File: config.mk
export PLATFORM = sky130hd
export DESIGN_NAME = pc_control_unit
export DESIGN_NICKNAME = d
export VERILOG_FILES = /design/src/rtl/pc_control_unit.sv
export SDC_FILE = /design/constraint.sdc
export NUM_CORES = 1
export LEC_CHECK = 0
export BUFFER_PORTS_ARGS = -buffer_cell sky130_fd_sc_hd__buf_4
export CAP_MARGIN = 15
export CORE_ASPECT_RATIO = 0.5
export CORE_UTILIZATION = 52
export DETAILED_ROUTE_END_ITERATION = 6
export PLACE_DENSITY = 0.82
export SLEW_MARGIN = 20
export SYNTH_ARGS = -nofsm -noshare
export SYNTH_HDL_FRONTEND = slang
export SYNTH_SLANG_ARGS = --single-unit
File: constraint.sdc
create_clock -name i_clk -period 3.93 [get_ports i_clk]
set_input_delay 0.5895 -clock i_clk [delete_from_list [all_inputs] [get_ports i_clk]]
set_output_delay 0.5895 -clock i_clk [all_outputs]
set_load 0.005 [all_outputs]
File: src/rtl/pc_control_unit.sv
// ============================================================================
// Module      : pc_control_unit
// Description : Fetch-stage program counter with run/step/halt debug control,
//               jump > branch > sequential next-PC selection, stall hold and
//               saturating cycle / instruction counters.
// Revision    : 1.0 - initial release
// ============================================================================
`default_nettype none

module pc_control_unit #(
  parameter int unsigned       NBITS       = 32,
  parameter logic [NBITS-1:0]  RESET_ADDR  = '0,
  parameter int unsigned       INSTR_BYTES = 4,
  parameter int unsigned       CNT_BITS    = 32
) (
  input  logic                i_clk,
  input  logic                i_rst,
  input  logic                i_start,
  input  logic                i_run_mode,
  input  logic                i_step,
  input  logic                i_clear,
  input  logic                i_stall,
  input  logic                i_jump,
  input  logic [NBITS-1:0]    i_jump_target,
  input  logic                i_branch_taken,
  input  logic [NBITS-1:0]    i_branch_target,
  input  logic                i_halt,
  output logic [NBITS-1:0]    o_pc,
  output logic [NBITS-1:0]    o_pc_next_seq,
  output logic                o_fetch_valid,
  output logic                o_halted,
  output logic [CNT_BITS-1:0] o_cycle_count,
  output logic [CNT_BITS-1:0] o_instr_count
);

  localparam logic [NBITS-1:0]    C_INC      = NBITS'(INSTR_BYTES);
  localparam logic [NBITS-1:0]    C_LOW_MASK = NBITS'(INSTR_BYTES - 1);
  localparam logic [CNT_BITS-1:0] C_CNT_ONE  = {{(CNT_BITS-1){1'b0}}, 1'b1};
  localparam logic [CNT_BITS-1:0] C_CNT_MAX  = {CNT_BITS{1'b1}};

  typedef enum logic [1:0] {
    ST_IDLE   = 2'd0,
    ST_RUN    = 2'd1,
    ST_STEP   = 2'd2,
    ST_HALTED = 2'd3
  } state_t;

  state_t              state_q, state_d;
  logic [NBITS-1:0]    pc_q, pc_d;
  logic [CNT_BITS-1:0] cyc_q, cyc_d;
  logic [CNT_BITS-1:0] ins_q, ins_d;

  logic                active;
  logic                adv;
  logic [NBITS-1:0]    pc_seq;
  logic [CNT_BITS-1:0] cyc_inc;
  logic [CNT_BITS-1:0] ins_inc;

  // An active cycle is one the debug unit lets the pipeline fetch in;
  // it only advances the PC when the hazard unit is not stalling.
  assign active  = (state_q == ST_RUN) | ((state_q == ST_STEP) & i_step);
  assign adv     = active & ~i_stall;
  assign pc_seq  = pc_q + C_INC;
  assign cyc_inc = (cyc_q == C_CNT_MAX) ? cyc_q : cyc_q + C_CNT_ONE;
  assign ins_inc = (ins_q == C_CNT_MAX) ? ins_q : ins_q + C_CNT_ONE;

  always_comb begin
    state_d = state_q;
    pc_d    = pc_q;
    cyc_d   = cyc_q;
    ins_d   = ins_q;

    if (i_clear) begin
      state_d = ST_IDLE;
      pc_d    = RESET_ADDR;
      cyc_d   = '0;
      ins_d   = '0;
    end else begin
      if ((state_q == ST_IDLE) && i_start) begin
        state_d = i_run_mode ? ST_RUN : ST_STEP;
      end

      if (active) begin
        cyc_d = cyc_inc;
      end

      // A redirect squashes a HALT decoded on the wrong path.
      if (adv) begin
        if (i_jump) begin
          pc_d  = i_jump_target & ~C_LOW_MASK;
          ins_d = ins_inc;
        end else if (i_branch_taken) begin
          pc_d  = i_branch_target & ~C_LOW_MASK;
          ins_d = ins_inc;
        end else if (i_halt) begin
          state_d = ST_HALTED;
        end else begin
          pc_d  = pc_seq;
          ins_d = ins_inc;
        end
      end
    end
  end

  always_ff @(posedge i_clk or posedge i_rst) begin
    if (i_rst) begin
      state_q <= ST_IDLE;
      pc_q    <= RESET_ADDR;
      cyc_q   <= '0;
      ins_q   <= '0;
    end else begin
      state_q <= state_d;
      pc_q    <= pc_d;
      cyc_q   <= cyc_d;
      ins_q   <= ins_d;
    end
  end

  assign o_pc          = pc_q;
  assign o_pc_next_seq = pc_seq;
  assign o_fetch_valid = active;
  assign o_halted      = (state_q == ST_HALTED);
  assign o_cycle_count = cyc_q;
  assign o_instr_count = ins_q;

endmodule

`default_nettype wire

# ---- Yosys cells after proc, flatten, opt, wreduce, memory -nomap -nowiden
# Cells that the tools add are included.
dict set report totals {
  reg_bits 98
  inputBits 74
  output_inout_bits 130
  wordCells 45
}
dict set report op_classes {
  addsub 3
  n_eq_ne 7
  n_mux 21
  bitwise 4
  n_reduce_logical 6
}
# op n
set ops {}
lappend ops {{two-way mux 32 bit} 14}
lappend ops {{adder 32 x 1 -> 32 bit (second input constant)} 2}
lappend ops {{== test 32 bit (second input constant)} 2}
lappend ops {{adder 32 x 3 -> 32 bit (second input constant)} 1}
lappend ops {{two-way mux 2 bit} 7}
lappend ops {{== test 2 bit (second input constant)} 2}
lappend ops {{!= test 4 bit (second input constant)} 1}
lappend ops {{AND reduction 2 bit} 2}
lappend ops {{nonzero test 2 bit} 2}
lappend ops {{AND 1 bit} 2}
lappend ops {{== test 2 x 1 -> 1 bit (second input constant)} 1}
lappend ops {{logical NOT 2 bit} 1}
lappend ops {{!= test 2 bit (second input constant)} 1}
lappend ops {{logical AND 1 bit} 1}
lappend ops {{NOT 1 bit} 1}
lappend ops {{bitwise OR 1 bit} 1}

# ---- Depth between registers and ports, before layout
dict set report depth {
  ltp_word 8
  depth_mapped 7
  mapped_depth_nobuf 6
}

# ---- Least setup slack after synthesis
# Ideal clock, no wire load.
dict set report synth_path {
  path_type {reg2reg}
  startpoint {reg cyc_q[0], in the netlist o_cycle_count[0]}
  endpoint {reg cyc_q[12], in the netlist o_cycle_count[12]}
  setup_ns 0.125
  arrival_ns 2.231
  required_ns 3.805
  slack_ns 1.574
  path_stages_with_launch 8
  path_buffers 1
  period_less_slack_ns 2.356
  cell_sequence {dfrtp_1 > ha_1 > nand4_1 > or4_4 > or3_1 > clkbuf_1 > nand4_1 > mux2_2}
}
dict set report synth_between {
  elab_chain_len 4
  elab_cells_between_ends 7
  classes_between {add/sub (1); eq/ne (2); mux (3); reduce/logical (1)}
}
# element line_no
set synth_lines {}
lappend synth_lines {{from (decl)} 50} ;# logic [CNT_BITS-1:0] cyc_q, cyc_d;
lappend synth_lines {{from (signal assigned)} 114} ;# cyc_q <= cyc_d;
lappend synth_lines {{adder 32 x 1 -> 32 bit} 64} ;# assign cyc_inc = (cyc_q == C_CNT_MAX) ? cyc_q : cyc_q + C_CNT_ONE;
lappend synth_lines {{two-way mux 32 bit} 64}
lappend synth_lines {{two-way mux 32 bit} 83} ;# if (active) begin
lappend synth_lines {{two-way mux 32 bit} 73} ;# if (i_clear) begin
# Several ways; a longest one is shown, not always the timed one. The select of a mux whose other input is x is not followed.
# A chain may end at the register's enable or synchronous reset.

# ---- Final worst setup path
dict set report layout_path {
  startpoint {reg pc_q[2], in the netlist o_pc[2]}
  endpoint {out o_pc_next_seq[20]}
}
dict set report layout_between {
  elab_chain_len 1
}
# element line_no
set layout_lines {}
lappend layout_lines {{from (decl)} 49} ;# logic [NBITS-1:0] pc_q, pc_d;
lappend layout_lines {{from (signal assigned)} 113} ;# pc_q <= pc_d;
lappend layout_lines {{adder 32 x 3 -> 32 bit} 63} ;# assign pc_seq = pc_q + C_INC;
lappend layout_lines {{to (decl)} 29} ;# output logic [NBITS-1:0] o_pc_next_seq,
# Every way passes these cells.

==> run summary <==
status: completed
Post-Syn Instances: 703
Via density: 6.24
initial antenna violation count: 0
endpoints failing setup: 0
ANT nets after route: 0
Inst Count DP: 1023
Critical Path Sink Type: primary output
GPL Wtd Cong: 0.941
Clock Pin Slew Worst Setup and Hold Paths: 0.07 ns
Post-synth EDFFs: 0
CTS tree: yes
All-Layer GR Usage: 31.3%
largest net degree at the start of global routing: 76
top cells by area, synth: dfrtp_1 39%, xnor2_1 4.4%, a21oi_1 4.3%
CP Launch Type: flip-flop
ANT cells: 0
CTS root buf: clkbuf_16
vias post-DR: 6488
Worst-Margin Slew: 1.05 ns
final hold viol count: 0
setup TNS: 0 ns
Core Util, Final: 71.0%
max_cap viols: 0
synth-to-layout area growth: 30.1%
die width: 155 um
top_reg_cell synth: dfrtp_1
drt initial violations: 451
Synth cell types: 65
first-pass GRT wire length: 30500 um
type of the worst min-delay path: primary input to asynchronous set/reset pin
Final min period: 3.32 ns
RSZ-0062 raised after global routing: false
Post-synth ARST share: 100%
die area: 12200 um2
Synth top cells by count: 96 x dfrtp_1, 53 x a21oi_1, 52 x nand2_1
Hold WS: 0.460 ns
clock skew: 0.00585 ns
PostCTS Resize Cnt: 0
CTS max path bufs: 2
number of synthesized register bits: 96
share of the synthesized area in the top cell type: 39.3%
Cell Pwr Density: 275 nW/um2
period utilisation layout: 84.5%
Inserted Clock Buffers: 9
relative slew slack: 30.0%
Worst VDD drop: 0.199 mV
count leader, synth: dfrtp_1
hpwl dp: 13400 um
CP Max Fanout: 7
clk sink count: 96
WL per Instance: 18.1 um
Post-Layout Cell Count: 1039
postcts setup bufs: 0
core area: 11200 um2
register area share after synthesis: 39.3%
I/O pins: 204
H-tree depth: 3
critical path data arrival time: 2.73 ns
required time of the worst setup path: 3.34 ns
Hold Buf Count CTS: 0
initial core utilization: 54.5%
Residual DRC: 0
I/O Buffers: 195
die span in y: 78.7 um
# nets final: 952
yosys warns: 0
Leak Pwr: 3.56 nW
Synth Area per Inst: 8.70 um2
post-synthesis cell area: 6120 um2
vias in the first global route: 5954
Yosys top cell by area: dfrtp_1
crit path kind: flip-flop to primary output
Final Max Slew Viols: 0
FILL cells: 913
drt total wl: 18800 um
grt total ovfl: 0
Worst-Skew Late Latency: 0.35 ns
Fmax: 0.301 GHz
layout cells sized above 1: 27.3%
drt pass-1 iters: 5
Core Rows: 27
==> final timing paths <==
check / startpoint / endpoint / slack, ns / cells after the start
hold / removal: i_rst / o_instr_count[9]$_DFFE_PP0P_ / 0.46 / 2
setup reg to reg: o_cycle_count[1]$_DFFE_PP0P_ / o_cycle_count[30]$_DFFE_PP0P_ / 1.23 / 6
hold reg to reg: o_instr_count[6]$_DFFE_PP0P_ / o_instr_count[6]$_DFFE_PP0P_ / 0.55 / 1
setup / recovery: o_pc[2]$_DFFE_PP0P_ / o_pc_next_seq[20] / 0.61 / 7
max in group asynchronous: i_rst / o_pc[29]$_DFFE_PP0P_ / 2.69 / 3
min in group i_clk: i_jump_target[7] / o_pc[7]$_DFFE_PP0P_ / 0.47 / 3
==> through the flow <==
stage                     worst slack (ns)  power [mW]  cell area, um2
after floorplan                      0.835        1.20            6130
after CTS                            0.621        2.20            7950
after global routing                 0.493        2.27            7960
after global placement                1.07        1.35            7670
final                                0.607        2.19            7960
after detailed placement              1.01        1.35            7670
==> flip-flops by register name (all words and copies together) (netlist names) <==
name and count:
o_instr_count 32, o_pc 30, state_q 2, o_cycle_count 32
==> layer usage <==
| metal | vias up | GRT usage [%] | wire length, um |
|---|---|---|---|
| li1 | 3024 | - | - |
| met1 | 3176 | 40.1 | 7820 |
| met2 | 269 | 53.8 | 9240 |
| met3 | 19 | 6.77 | 1440 |
| met4 | 0 | 8.92 | 292 |
| met5 | - | 0 | 0 |
==> kinds of logic after synthesis <==
logic type | after synthesis | synth area share, %
other | 1 | 0.0613
AO/OA/AOI/OAI | 201 | 22.2
AND/OR/NAND/NOR | 291 | 26.1
XOR/XNOR | 37 | 5.30
adder cells (fa/ha/maj) | 3 | 0.614
flip-flops | 96 | 39.3
buffers and inverters | 60 | 4.07
multiplexers | 14 | 2.41
==> worst max-delay path, cell delays in order, from the launching register on <==
cell and delay [ns]:
dfrtp_1 0.43, ha_1 0.26, nand4_1 0.19, nor3_1 0.79, and2_1 0.28, nand2_1 0.10
xnor2_1 0.20, buf_4 0.14
==> report_power, final <==
part,internal (mW),total (mW),leakage [nW],switching (mW)
Clock,0.462,0.853,0.141,0.391
Sequential,1.01,1.04,1.33,0.0366
Combinational,0.140,0.294,2.09,0.154
Total,1.61,2.19,3.56,0.582
==> area by class of cell <==
cell class              count  area (um2)  area share, %
flip-flops and latches     96        2400           30.2
repair buffers            202        1520           19.1
well taps                 159         199           2.50
multi-input cells         550        3500           43.9
inverters                  16        62.6          0.786
clock buffers              11         253           3.18
clock inverters             5        31.3          0.393
==> cells in the final DEF (no fill, tap or decap), types with 5 or more instances in the layout <==
cell type / n
o211ai_1: 5
inv_1: 14
buf_4: 202
nor4_1: 12
and2_1: 7
a32o_1: 5
a22o_1: 15
xor2_1: 6
nor2_1: 46
clkbuf_16: 9
nor2b_1: 9
and3_1: 18
nand2_1: 52
nor3_1: 12
or4_1: 20
mux2_2: 6
a22oi_1: 8
o21ai_0: 47
a21oi_1: 53
or3_1: 28
a211o_1: 6
and4_1: 5
a2111oi_0: 5
dfrtp_1: 96
xnor2_1: 31
nand3_1: 31
mux2i_1: 8
o31ai_1: 16
nand4_1: 32
No activity file was read; power rests on OpenSTA's default activity.
